### src/rtl/adpll_pkg.sv
// Shared types, limits and the saturation helper for the ADPLL error path.
package adpll_pkg;

    typedef logic signed [7:0] error_t;

    typedef enum logic [1:0] {
        IDLE,
        REF_LEAD,
        DCO_LEAD
    } pd_state_t;

    localparam int ERR_MAX = 127;
    localparam int ERR_MIN = -128;

    // Clamp a 9-bit signed value into the signed 8-bit error range.
    function automatic error_t sat8(input logic signed [8:0] value);
        logic signed [8:0] hi;
        logic signed [8:0] lo;
        hi = 9'(ERR_MAX);
        lo = 9'(ERR_MIN);
        if (value > hi) begin
            return hi[7:0];
        end else if (value < lo) begin
            return lo[7:0];
        end else begin
            return value[7:0];
        end
    endfunction

endpackage

### src/rtl/edge_sync.sv
// Two-flop synchronizer followed by a registered rising-edge detector.
// The single-cycle pulse appears three clock edges after the input rises.
module edge_sync (
    input  logic clk,
    input  logic rst,
    input  logic din,
    output logic pulse
);

    logic [1:0] sync;
    logic       last;

    // Resynchronize the asynchronous input and register the rising-edge pulse.
    always_ff @(posedge clk or posedge rst) begin
        if (rst) begin
            sync  <= 2'b00;
            last  <= 1'b0;
            pulse <= 1'b0;
        end else begin
            sync  <= {sync[0], din};
            last  <= sync[1];
            pulse <= sync[1] & ~last;
        end
    end

endmodule

### src/rtl/error_combiner.sv
// Phase/frequency error combiner for the ADPLL loop filter.
// Measures the signed phase offset between reference and DCO feedback edges
// in gen_clk_i cycles, then publishes a saturated 8-bit error word.
// Optional macro FREQ_ERROR_EN adds a windowed frequency-error term.
module error_combiner
    import adpll_pkg::*;
#(
    parameter int FREQ_WIN  = 16,
    parameter int PHASE_MAX = 127
) (
    input  logic   gen_clk_i,
    input  logic   reset_i,
    input  logic   ref_clk_i,
    input  logic   dco_clk_i,
    output error_t error_o,
    output logic   error_valid_o
);

    localparam logic [6:0] CNT_MAX = 7'(PHASE_MAX);

    if (FREQ_WIN < 2 || FREQ_WIN > 64 || (FREQ_WIN & (FREQ_WIN - 1)) != 0) begin : g_bad_freq_win
        $error("error_combiner: FREQ_WIN must be a power of two in 2..64");
    end
    if (PHASE_MAX < 1 || PHASE_MAX > 127) begin : g_bad_phase_max
        $error("error_combiner: PHASE_MAX must be in 1..127");
    end

    logic ref_e;
    logic dco_e;

    edge_sync u_ref_sync (
        .clk   (gen_clk_i),
        .rst   (reset_i),
        .din   (ref_clk_i),
        .pulse (ref_e)
    );

    edge_sync u_dco_sync (
        .clk   (gen_clk_i),
        .rst   (reset_i),
        .din   (dco_clk_i),
        .pulse (dco_e)
    );

    pd_state_t         state;
    pd_state_t         state_next;
    logic [6:0]        cnt;
    logic [6:0]        cnt_next;
    logic [6:0]        cnt_inc;
    logic              publish;
    error_t            phase;
    error_t            freq_term;
    logic signed [8:0] sum;

    // The published count includes the current cycle, so it equals the edge offset.
    assign cnt_inc = (cnt >= CNT_MAX) ? CNT_MAX : cnt + 7'd1;

    // Phase state and lead counter registers.
    always_ff @(posedge gen_clk_i or posedge reset_i) begin
        if (reset_i) begin
            state <= IDLE;
            cnt   <= 7'd0;
        end else begin
            state <= state_next;
            cnt   <= cnt_next;
        end
    end

    // Phase FSM: pair opening and closing edges and decide what to publish.
    always_comb begin
        state_next = state;
        cnt_next   = cnt_inc;
        publish    = 1'b0;
        phase      = '0;
        unique case (state)
            IDLE: begin
                cnt_next = 7'd0;
                if (ref_e && dco_e) begin
                    publish = 1'b1;
                end else if (ref_e) begin
                    state_next = REF_LEAD;
                end else if (dco_e) begin
                    state_next = DCO_LEAD;
                end
            end
            REF_LEAD: begin
                if (dco_e) begin
                    publish  = 1'b1;
                    phase    = $signed({1'b0, cnt_inc});
                    cnt_next = 7'd0;
                    if (!ref_e) begin
                        state_next = IDLE;
                    end
                end else if (ref_e) begin
                    publish  = 1'b1;
                    phase    = $signed({1'b0, CNT_MAX});
                    cnt_next = 7'd0;
                end
            end
            DCO_LEAD: begin
                if (ref_e) begin
                    publish  = 1'b1;
                    phase    = -$signed({1'b0, cnt_inc});
                    cnt_next = 7'd0;
                    if (!dco_e) begin
                        state_next = IDLE;
                    end
                end else if (dco_e) begin
                    publish  = 1'b1;
                    phase    = -$signed({1'b0, CNT_MAX});
                    cnt_next = 7'd0;
                end
            end
            default: begin
                state_next = IDLE;
                cnt_next   = 7'd0;
            end
        endcase
    end

`ifdef FREQ_ERROR_EN
    localparam logic [6:0] WIN_LAST = 7'(FREQ_WIN - 1);

    logic [6:0] ref_count;
    logic [7:0] dco_count;
    logic [7:0] dco_count_inc;
    error_t     freq_err;

    // A DCO edge in the closing cycle still belongs to the closing window.
    assign dco_count_inc = (dco_e && dco_count != 8'hFF) ? dco_count + 8'd1 : dco_count;

    // Count reference periods and DCO edges; capture the difference at window close.
    always_ff @(posedge gen_clk_i or posedge reset_i) begin
        if (reset_i) begin
            ref_count <= 7'd0;
            dco_count <= 8'd0;
            freq_err  <= '0;
        end else if (ref_e && ref_count == WIN_LAST) begin
            ref_count <= 7'd0;
            dco_count <= 8'd0;
            freq_err  <= sat8($signed(9'(FREQ_WIN) - {1'b0, dco_count_inc}));
        end else begin
            if (ref_e) begin
                ref_count <= ref_count + 7'd1;
            end
            dco_count <= dco_count_inc;
        end
    end

    assign freq_term = freq_err;
`else
    assign freq_term = '0;
`endif

    assign sum = {phase[7], phase} + {freq_term[7], freq_term};

    // Output register: update the error word and strobe valid on each publish.
    always_ff @(posedge gen_clk_i or posedge reset_i) begin
        if (reset_i) begin
            error_o       <= '0;
            error_valid_o <= 1'b0;
        end else begin
            error_valid_o <= publish;
            if (publish) begin
                error_o <= sat8(sum);
            end
        end
    end

endmodule

### config.mk
export PLATFORM = sky130hd
export DESIGN_NAME = error_combiner
export DESIGN_NICKNAME = d
export VERILOG_FILES = /design/src/rtl/adpll_pkg.sv /design/src/rtl/edge_sync.sv /design/src/rtl/error_combiner.sv
export SDC_FILE = /design/constraint.sdc
export NUM_CORES = 1
export LEC_CHECK = 0
export ABC_AREA = 1
export BUFFER_PORTS_ARGS = -buffer_cell sky130_fd_sc_hd__buf_4
export CORE_UTILIZATION = 55
export DETAILED_ROUTE_END_ITERATION = 8
export PLACE_DENSITY_LB_ADDON = 0.05
export REMOVE_ABC_BUFFERS = 1
export SYNTH_ARGS = -nofsm -noshare
export SYNTH_HDL_FRONTEND = slang
export SYNTH_SLANG_ARGS = --single-unit
### constraint.sdc
create_clock -name gen_clk_i -period 3.9 [get_ports gen_clk_i]
set_input_delay 0 -clock gen_clk_i [delete_from_list [all_inputs] [get_ports gen_clk_i]]
set_output_delay 0 -clock gen_clk_i [all_outputs]
set_load 0.1 [all_outputs]
==> results of run 1 <==
==> critical path: stages, from the launching register on <==
cell     delay [ns]
dfrtp_1        0.45
ha_1           0.27
nand2_2        0.10
nor2_4         0.04
nand2_2        0.11
nand2_2        0.11
nor2_2         0.17
ha_1           0.19
nand4_1        0.16
nor2_2         0.17
nand3_1        0.08
nand3_1        0.08
nand2_1        0.05
nand2_1        0.05
nand2_1        0.04
==> power groups by stage <==
stage / combinational [W] / sequential, W / clock [W]
2_1_floorplan: 0.000265 / 0.000640 / 0
3_3_place_gp: 0.000656 / 0.000372 / 0
3_5_place_dp: 0.000662 / 0.000377 / 0
4_1_cts: 0.000666 / 0.000372 / 0.000142
5_1_grt: 0.000719 / 0.000380 / 0.000152
6_report: 0.000662 / 0.000370 / 0.000139
==> layout make-up <==
type / instances / area (um2)
inverters: 30 / 113
repair buffers: 15 / 120
multi-input cells: 122 / 656
well taps: 30 / 37.5
fillers: 219 / 842
clock buffers: 4 / 36.3
flip-flops and latches: 26 / 651
==> per-stage QoR <==
step / std cells / setup slack, ns / utilization / cell area, um2 / total power (W)
3_3_place_gp: 220 / 1.86 / 0.630 / 1550 / 0.00103
4_1_cts: 227 / 1.73 / 0.657 / 1610 / 0.00118
3_5_place_dp: 220 / 1.76 / 0.630 / 1550 / 0.00104
2_1_floorplan: 178 / 1.95 / - / 1420 / 0.000905
6_report: 227 / 1.74 / 0.657 / 1610 / 0.00117
5_1_grt: 227 / 1.52 / 0.657 / 1610 / 0.00125
==> per-layer routing <==
metal | vias to the layer above | wire [um] | GRT usage
li1 | 602 | - | -
met1 | 572 | 1240 | 0.284
met2 | 28 | 1310 | 0.405
met3 | 7 | 79 | 0.0345
met4 | 0 | 51 | 0.0921
met5 | - | 0 | 0
==> placed cells by master, fill, tap and decap left out, types with 6 or more instances in the layout <==
cell | synthesis | layout
a21oi_1 | 7 | 7
buf_4 | 0 | 12
dfrtp_1 | 26 | 26
ha_1 | 6 | 6
inv_1 | 25 | 25
nand2_1 | 44 | 44
nand3_1 | 10 | 10
nor2_1 | 14 | 14
o21ai_0 | 10 | 10
==> state kept, by name, indices dropped and copies added, names as in the netlist <==
register and flops:
cnt 7, u_dco_sync.pulse 1, error_valid_o 1, error_o 8, u_ref_sync.sync 2, u_ref_sync.last 1, u_dco_sync.sync 2, u_ref_sync.pulse 1
state 2, u_dco_sync.last 1
==> final timing paths <==
path | startpoint | endpoint | slack (ns)
max in group asynchronous | reset_i | u_dco_sync.pulse$_DFF_PP0_ | 2.88
min | ref_clk_i | u_ref_sync.sync[0]$_DFF_PP0_ | 0.32
min reg2reg | u_dco_sync.sync[0]$_DFF_PP0_ | u_dco_sync.sync[1]$_DFF_PP0_ | 0.37
min in group asynchronous | reset_i | error_o[2]$_DFFE_PP0P_ | 0.44
max | cnt[0]$_DFF_PP0_ | error_o[6]$_DFFE_PP0P_ | 1.74
max reg2reg | cnt[0]$_DFF_PP0_ | error_o[6]$_DFFE_PP0P_ | 1.74
==> repair_timing <==
action                                  4_1_cts  5_1_grt
hold buffers                                  3        0
endpoints found under the hold margin        28        0
endpoints found under the setup margin        0        0
==> cell families after synthesis <==
family                     count (synthesis)  synth area share
and+or+nand+nor                           88             0.298
buffers and inverters                     31            0.0826
DFF                                       26             0.457
xor gates and xnor gates                   1           0.00615
adders and majority gates                  6            0.0527
AOI/OAI and AO/OA                         27             0.104
==> cells in the mapped netlist, drive strengths merged <==
library cell,number
a22oi,1
o211ai,1
o21ai,15
dfrtp,26
nand3,12
ha,6
nor3,2
nor4,1
xnor2,1
buf,1
nand4,3
a21oi,7
a21boi,1
nand2,49
inv,30
nor2,21
a21o,1
o31ai,1
==> results.yml, run 1 <==
clocking:
  cts-root-buf: "clkbuf_4"
  cts.sinks: 26
  clk_pin_slew_ns: 0.14
  h-tree-depth: 1
  post-cts-setup-buffer-count: 0
  cts_buffers: 3
  clock_tree.buffer_depth: 2
  cts_tree: "yes"
  clk_latency_ns: 0.32
  cts_resized: 0
hold_path:
  whs_path_depth: 2
  hp-class: "in2reg"
setup_path:
  crit_type: "reg2reg"
  arrival_ns: 2.40
  rr_worst_depth: 14
  end_kind: "flop"
  worstSetupStartpointType: "flop"
  crit_required_ns: 4.14
  critPathMaxFanout: 6
synthesis:
  synth.avg_cell_area_um2: 7.95
  ys.warnings.count: 0
  netlist_area_mm2: 0.00142
  synth_top_cell_by_area: "dfrtp_1"
  synth_cell_types: 25
  syn_inst: 179
  ys_ff_latch: 26
  ys_top_cells_by_area: "dfrtp_1, nand2_1, inv_1"
  synth_top_area_share: 0.457
  yosysSeqAreaShare: 0.457
route:
  drt-total-wl_um: 2680
  drc: 0
  via_per_inst: 5.33
  drtAntennaViolNets: 0
  num_vias: 1209
  wl_per_cell_um: 11.8
  dr.pass1.iters: 4
  dr.first_iter.drc_count: 26
timing:
  slew_viol_final: 0
  fin_crit_ns: 2.16
  setup_viol_count_final: 0
  worstMarginPinSlew_ns: 0.972
  slew_headroom: 0.351
  hold_viol_final: 0
  fmax_ghz: 0.462
  rsz0062_at_grt: "false"
  fin_crit_sh: 0.555
  fin_setup_tns_ns: 0
  finalClockSkew_ns: 0.00464
  whs_ns: 0.322
power:
  combPwrFrac: 0.565
  p_int_w: 0.000552
  power.density_mw_per_mm2: 726
  p_leak_nw: 0.852
  switching_share: 0.528
  clkPwrFrac: 0.119
  ir_worst_vdd_v: 0.000786
  power.switching_w: 0.000619
  p_seq_frac: 0.316
global_routing:
  grt_max_degree: 27
  grt_pass1_vias: 1148
  grt_usage: 0.232
  grt_pass1_wl_um: 4640
  overflow: 0
  antenna_found_initial: 0
floorplan:
  num_rows: 18
  die_x_um: 52.9
  core_area_mm2: 0.00245
  io_pins: 13
  start_util: 0.580
  die_y_um: 52.9
  dieArea_mm2: 0.00280
cells_and_area:
  antenna_cells: 0
  nets: 208
  drive_gt1_frac: 0.183
  synthToLayoutAreaGrowth_pct: 13.3
place:
  io_buffers: 12
  place_congestion: 0.884
  place_hpwl_um: 2080
status:
  status: "complete, no violations"
flow_run:
  cap_violations: 0
Note: power is estimated with default switching activity, not from simulation.
==> inputs of run 2 (changes only) <==
- CORE_UTILIZATION: 55 -> 52
- clock period: 3.9 -> 1.9 ns (I/O delays scaled with it)
==> results.yml, run 2 (same netlist as run 1, synthesis figures left out) <==
clocking:
  clk_latency_ns: 0.31
  h-tree-depth: 1
  clk_pin_slew_ns: 0.14
  clock_tree.buffer_depth: 2
  cts.sinks: 26
  cts_buffers: 3
  cts_tree: "yes"
  cts-root-buf: "clkbuf_4"
global_routing:
  use_met1: 0.274
  grt_use_met3: 0.0361
  grt_usage: 0.226
  grt_pass1_wl_um: 4720
  top_usage_layer: "met2"
  grt_pass1_vias: 1126
  antenna_found_initial: 0
  grt.met2_usage: 0.404
  overflow: 0
  grt_max_degree: 27
route:
  drtAntennaViolNets: 0
  wl_per_cell_um: 12.8
  num_vias: 1257
  dr.pass1.iters: 5
  drt-total-wl_um: 3070
  drc: 0
  dr.first_iter.drc_count: 29
  via_per_inst: 5.26
hold_path:
  hp-class: "in2async"
floorplan:
  core_area_mm2: 0.00252
  start_util: 0.564
  num_rows: 18
  dieArea_mm2: 0.00295
  io_pins: 13
  die_y_um: 54.3
  die_x_um: 54.3
setup_path:
  rr_worst_depth: 14
  arrival_ns: 2.16
  worstSetupStartpointType: "flop"
  crit_type: "reg2reg"
  reg2reg_slack_ns: -0.03
  crit_required_ns: 2.12
  critPathMaxFanout: 4
  r2r_start: "cnt[1]$_DFF_PP0_"
  end_kind: "flop"
  reg2reg_to: "error_o[6]$_DFFE_PP0P_"
cells_and_area:
  layout_common_cells: "nand2_1, dfrtp_1, inv_1, buf_4, nor2_1"
  synthToLayoutAreaGrowth_pct: 23.7
  top_regs: "error_o: 8 flops, cnt: 7 flops"
  largest_reg_flops: 8
  fin_area_mm2: 0.00176
  final_common_cell: "nand2_1"
  drive_gt1_frac: 0.249
  nets: 220
  top_register: "error_o"
  antenna_cells: 0
place:
  place_hpwl_um: 2280
  place_congestion: 0.892
  placed_area_mm2: 0.00162
  dp_slack_ns: -0.0950
  io_buffers: 12
timing:
  rsz0062_at_grt: "true"
  worstMarginPinSlew_ns: 0.452
  slew_headroom: 0.697
  finalClockSkew_ns: 0.00324
  fin_crit_ns: 1.93
  whs_ns: 0.279
  fmax_ghz: 0.517
  slew_viol_final: 0
  setup_ws_ns: -0.0330
  setup_viol_count_final: 1
  fin_crit_sh: 1.02
  hold_viol_final: 0
power:
  p_leak_nw: 0.922
  power.density_mw_per_mm2: 1500
  ir_worst_vdd_v: 0.00153
flow_run:
  cap_violations: 0
status:
  failed_checks: "setup timing"
  status: "finished, violations left"
run 2: cell count changes in the layout (fill, tap and decap cells not counted), sizes merged:
cell	previous run	this run
bufinv	0	1
buf	12	24
clkbuf	4	3
run 2: area by class of cell:
class / count / area [um2]
clock buffer: 3 / 22.5
clock inverter: 1 / 30.0
fill: 211 / 761
inverter: 30 / 113
multi-input combinational: 122 / 698
sequential: 26 / 651
tap: 30 / 37.5
timing repair buffer: 27 / 210
run 2: how the worst max path moves through the flow:
stage,from,end,slack (ns),cells after the start
finish,cnt[1]$_DFF_PP0_,error_o[6]$_DFFE_PP0P_,-0.03,14
global route,cnt[1]$_DFF_PP0_,error_o[6]$_DFFE_PP0P_,-0.16,14
CTS,cnt[0]$_DFF_PP0_,error_o[6]$_DFFE_PP0P_,0.01,14
detailed placement,cnt[0]$_DFF_PP0_,error_o[4]$_DFFE_PP0P_,-0.09,12
global placement,cnt[0]$_DFF_PP0_,error_o[6]$_DFFE_PP0P_,0.02,14
floorplan,cnt[0]$_DFF_PP0_,error_o[6]$_DFFE_PP0P_,-0.05,14
run 2: worst max-delay path: stages, from the launching register on:
cell	delay (ns)
dfrtp_1	0.42
ha_2	0.20
nand2_2	0.08
nor2_4	0.04
nand2_2	0.09
nand2_4	0.09
nor2_4	0.14
ha_4	0.14
nand4_1	0.14
nor2_2	0.18
nand3_1	0.09
nand3_1	0.09
nand2_1	0.05
nand2_1	0.05
nand2_1	0.04
run 2: power by group:
group          leakage (nW)  switching (W)  internal [W]
Sequential            0.339      0.0000745      0.000675
Combinational         0.556        0.00109      0.000444
Clock                0.0279       0.000158      0.000213
Total                 0.922        0.00132       0.00133
run 2: metrics by stage:
step	power, W	utilization	instances	TNS (ns)
after floorplan	0.00186	-	178	-0.0718
after global placement	0.00218	0.643	230	0
after detailed placement	0.00221	0.643	230	-0.162
after CTS	0.00261	0.684	237	0
after global routing	0.00280	0.698	239	-0.377
final	0.00265	0.698	239	-0.0330
run 2: routing by layer:
layer | routed length, um | vias to the layer above | share of wire
li1 | - | 631 | -
met1 | 1370 | 591 | 0.45
met2 | 1510 | 29 | 0.49
met3 | 143 | 6 | 0.047
met4 | 45 | 0 | 0.015
met5 | 0 | - | 0
run 2: what timing repair did:
action	4_1_cts	5_1_grt
endpoints found under the hold margin	28	0
setup buffers	0	2
pin swaps	3	6
resized for setup	7	4
setup endpoints to repair	2	4
hold buffers	3	0
==> inputs of run 3 (changes only) <==
- GPL_TIMING_DRIVEN: not set -> 0
- SYNTH_HIERARCHICAL: not set -> 1
==> results.yml, run 3 <==
status:
  status: "finished, violations left"
  failed_checks: "setup timing"
synthesis:
  syn_inst: 180
  synth.avg_cell_area_um2: 8.31
  synthArstFlopShare: 1.00
  ys.warnings.count: 6
  netlist_top_cells_count: "nand2_1, inv_1, dfrtp_1"
  ys_ff_latch: 26
  synth_top_area_share: 0.435
  yosysSeqAreaShare: 0.435
  synth_edf_count: 0
  netlist_area_mm2: 0.00150
  ys_top_cells_by_area: "dfrtp_1, nand2_1, inv_1"
  synthFlopType: "dfrtp_1"
  synth_cell_types: 29
  synth_top_cell_by_area: "dfrtp_1"
  yosysMostFrequentCell: "nand2_1"
timing:
  hold_viol_final: 0
  finalClockSkew_ns: 0.00706
  slew_viol_final: 0
  slew_headroom: 0.498
  rsz0062_at_grt: "true"
  fin_crit_ns: 1.90
  fmax_ghz: 0.525
  setup_ws_ns: -0.00489
  fin_crit_sh: 1.00
  worstMarginPinSlew_ns: 0.752
  setup_viol_count_final: 1
floorplan:
  die_x_um: 55.6
  core_area_mm2: 0.00273
  start_util: 0.547
  io_pins: 13
  num_rows: 19
  dieArea_mm2: 0.00309
  die_y_um: 55.6
global_routing:
  grt.met2_usage: 0.370
  overflow: 0
  antenna_found_initial: 0
  grt_usage: 0.210
  grt_use_met3: 0.0279
  grt_pass1_wl_um: 5090
  use_met1: 0.263
  grt_max_degree: 19
  grt_pass1_vias: 1172
  top_usage_layer: "met2"
setup_path:
  crit_type: "reg2reg"
  crit_required_ns: 2.12
  cp_slowest_cell: "dfrtp_1"
  critPathMaxFanout: 4
  arrival_ns: 2.13
  crit_buf_inv: 2
  end_kind: "flop"
  slowest_delay_ns: 0.45
  crit_top_cell: "nand2_1"
  critPathTopFamily: "simple AND/OR/NAND/NOR gates"
  cp_cell_sequence: "ha_4 > nand2_4 > nor2_4 > nand2_4 > nand2_8 > inv_8 > nand2_8 > inv_4 > ha_4 > nand4_1 > nor2_4 > nand3_2 > nand3_1 > nand2_1 > nand2_1 > nand2_1"
  worstSetupStartpointType: "flop"
cells_and_area:
  top_register: "error_o"
  antenna_cells: 0
  largest_reg_flops: 8
  nets: 222
  layout_common_cells: "nand2_1, inv_1, dfrtp_1, buf_4, o21ai_0"
  fin_util: 0.688
  seq_area_um2: 652
  synthToLayoutAreaGrowth_pct: 25.8
  drive_gt1_frac: 0.299
  multi_input_area_um2: 795
  final_common_cell: "nand2_1"
  top_regs: "error_o: 8 flops, cnt: 7 flops"
  n_fill_cell: 226
  fin_area_mm2: 0.00188
route:
  drtAntennaViolNets: 0
  via_per_inst: 5.12
  drc: 0
  dr.first_iter.drc_count: 42
  num_vias: 1238
  dr.pass1.iters: 4
  drt-total-wl_um: 3010
  wl_per_cell_um: 12.4
clocking:
  clk_pin_slew_ns: 0.14
  cts_tree: "yes"
  clock_tree.buffer_depth: 2
  clk_latency_ns: 0.32
  cts.sinks: 26
  h-tree-depth: 1
  cts_buffers: 3
  cts-root-buf: "clkbuf_4"
power:
  ir_worst_vdd_v: 0.00179
  p_seq_frac: 0.294
  power.switching_w: 0.00126
  power.density_mw_per_mm2: 1340
  p_leak_nw: 0.974
  clkPwrFrac: 0.148
  switching_share: 0.498
  power_w: 0.00253
  p_int_w: 0.00127
  combPwrFrac: 0.558
place:
  place_congestion: 0.815
  placed_area_mm2: 0.00162
  place_hpwl_um: 2060
  io_buffers: 12
flow_run:
  cap_violations: 0
hold_path:
  hp-class: "in2async"
==> run 3: cell count changes in the layout (fill, tap and decap cells not counted), sizes merged, moves of 2 or more <==
cell	delta
nand4	-2
xor2	+2
a21oi	-7
nand2	+13
nand3	-4
==> run 3: per-layer routing <==
metal  vias up  share of wire
met5         -              0
met4         0         0.0056
met3         2          0.024
met2        24           0.52
met1       591           0.45
li1        621              -
==> run 3: repair_timing <==
action	in CTS	in global routing
setup buffers	7	5
gates resized for setup	16	6
setup endpoints to repair	4	9
hold endpoints to repair	28	0
pin swaps	5	8
cloned	0	0
hold buffers	3	0
==> run 3: metrics by stage <==
step | instances | hold slack [ns] | TNS (ns) | setup slack [ns]
3_3_place_gp | 223 | -0.0991 | -0.692 | -0.298
6_report | 242 | 0.0963 | -0.00489 | -0.00489
4_1_cts | 237 | 0.0862 | -0.0298 | -0.0298
5_1_grt | 242 | 0.0927 | -0.394 | -0.123
3_5_place_dp | 223 | -0.0935 | -0.803 | -0.327
2_1_floorplan | 180 | -0.234 | -0.191 | -0.117
==> run 3: kinds of logic (layout without fill, tap and decap cells) <==
family,Yosys count,after routing,synth area share
adders and majority gates,6,6,0.0502
xor gates and xnor gates,4,4,0.0234
DFF,26,26,0.435
AOI/OAI and AO/OA,19,19,0.0720
buffers and inverters,30,61,0.0778
and+or+nand+nor,95,95,0.341
==> run 3: worst paths after layout <==
check | from | end | slack (ns) | cells after the start
max | cnt[1]$_DFF_PP0_ | error_o[6]$_DFFE_PP0P_ | -0.005 | 16
min | reset_i | u_dco_sync/sync[0]$_DFF_PP0_ | 0.1 | 3
max reg2reg | cnt[1]$_DFF_PP0_ | error_o[6]$_DFFE_PP0P_ | -0.005 | 16
min reg2reg | u_dco_sync/sync[0]$_DFF_PP0_ | u_dco_sync/sync[1]$_DFF_PP0_ | 0.38 | 0
max in group asynchronous | reset_i | cnt[0]$_DFF_PP0_ | 1.03 | 3
min in group gen_clk_i | dco_clk_i | u_dco_sync/sync[0]$_DFF_PP0_ | 0.32 | 2
==> run 3: worst min-delay path: stages <==
cell,delay (ns)
dlygate4sd3_1,0.53
buf_4,0.14
inv_1,0.12
==> run 3: power groups by stage <==
stage | Clock, W | Sequential, W | Combinational (W)
finish | 0.000374 | 0.000742 | 0.00141
global placement | 0 | 0.000754 | 0.00125
detailed placement | 0 | 0.000758 | 0.00127
CTS | 0.000384 | 0.000745 | 0.00137
global route | 0.000405 | 0.000757 | 0.00152
floorplan | 0 | 0.00130 | 0.000471
==> run 3: final cells by class <==
| class | instances | area share |
|---|---|---|
| clock buffers | 3 | 0.0120 |
| flip-flops and latches | 26 | 0.347 |
| inverters | 30 | 0.0665 |
| well taps | 31 | 0.0206 |
| multi-input cells | 124 | 0.422 |
| clock inverters | 1 | 0.0160 |
| repair buffers | 27 | 0.116 |
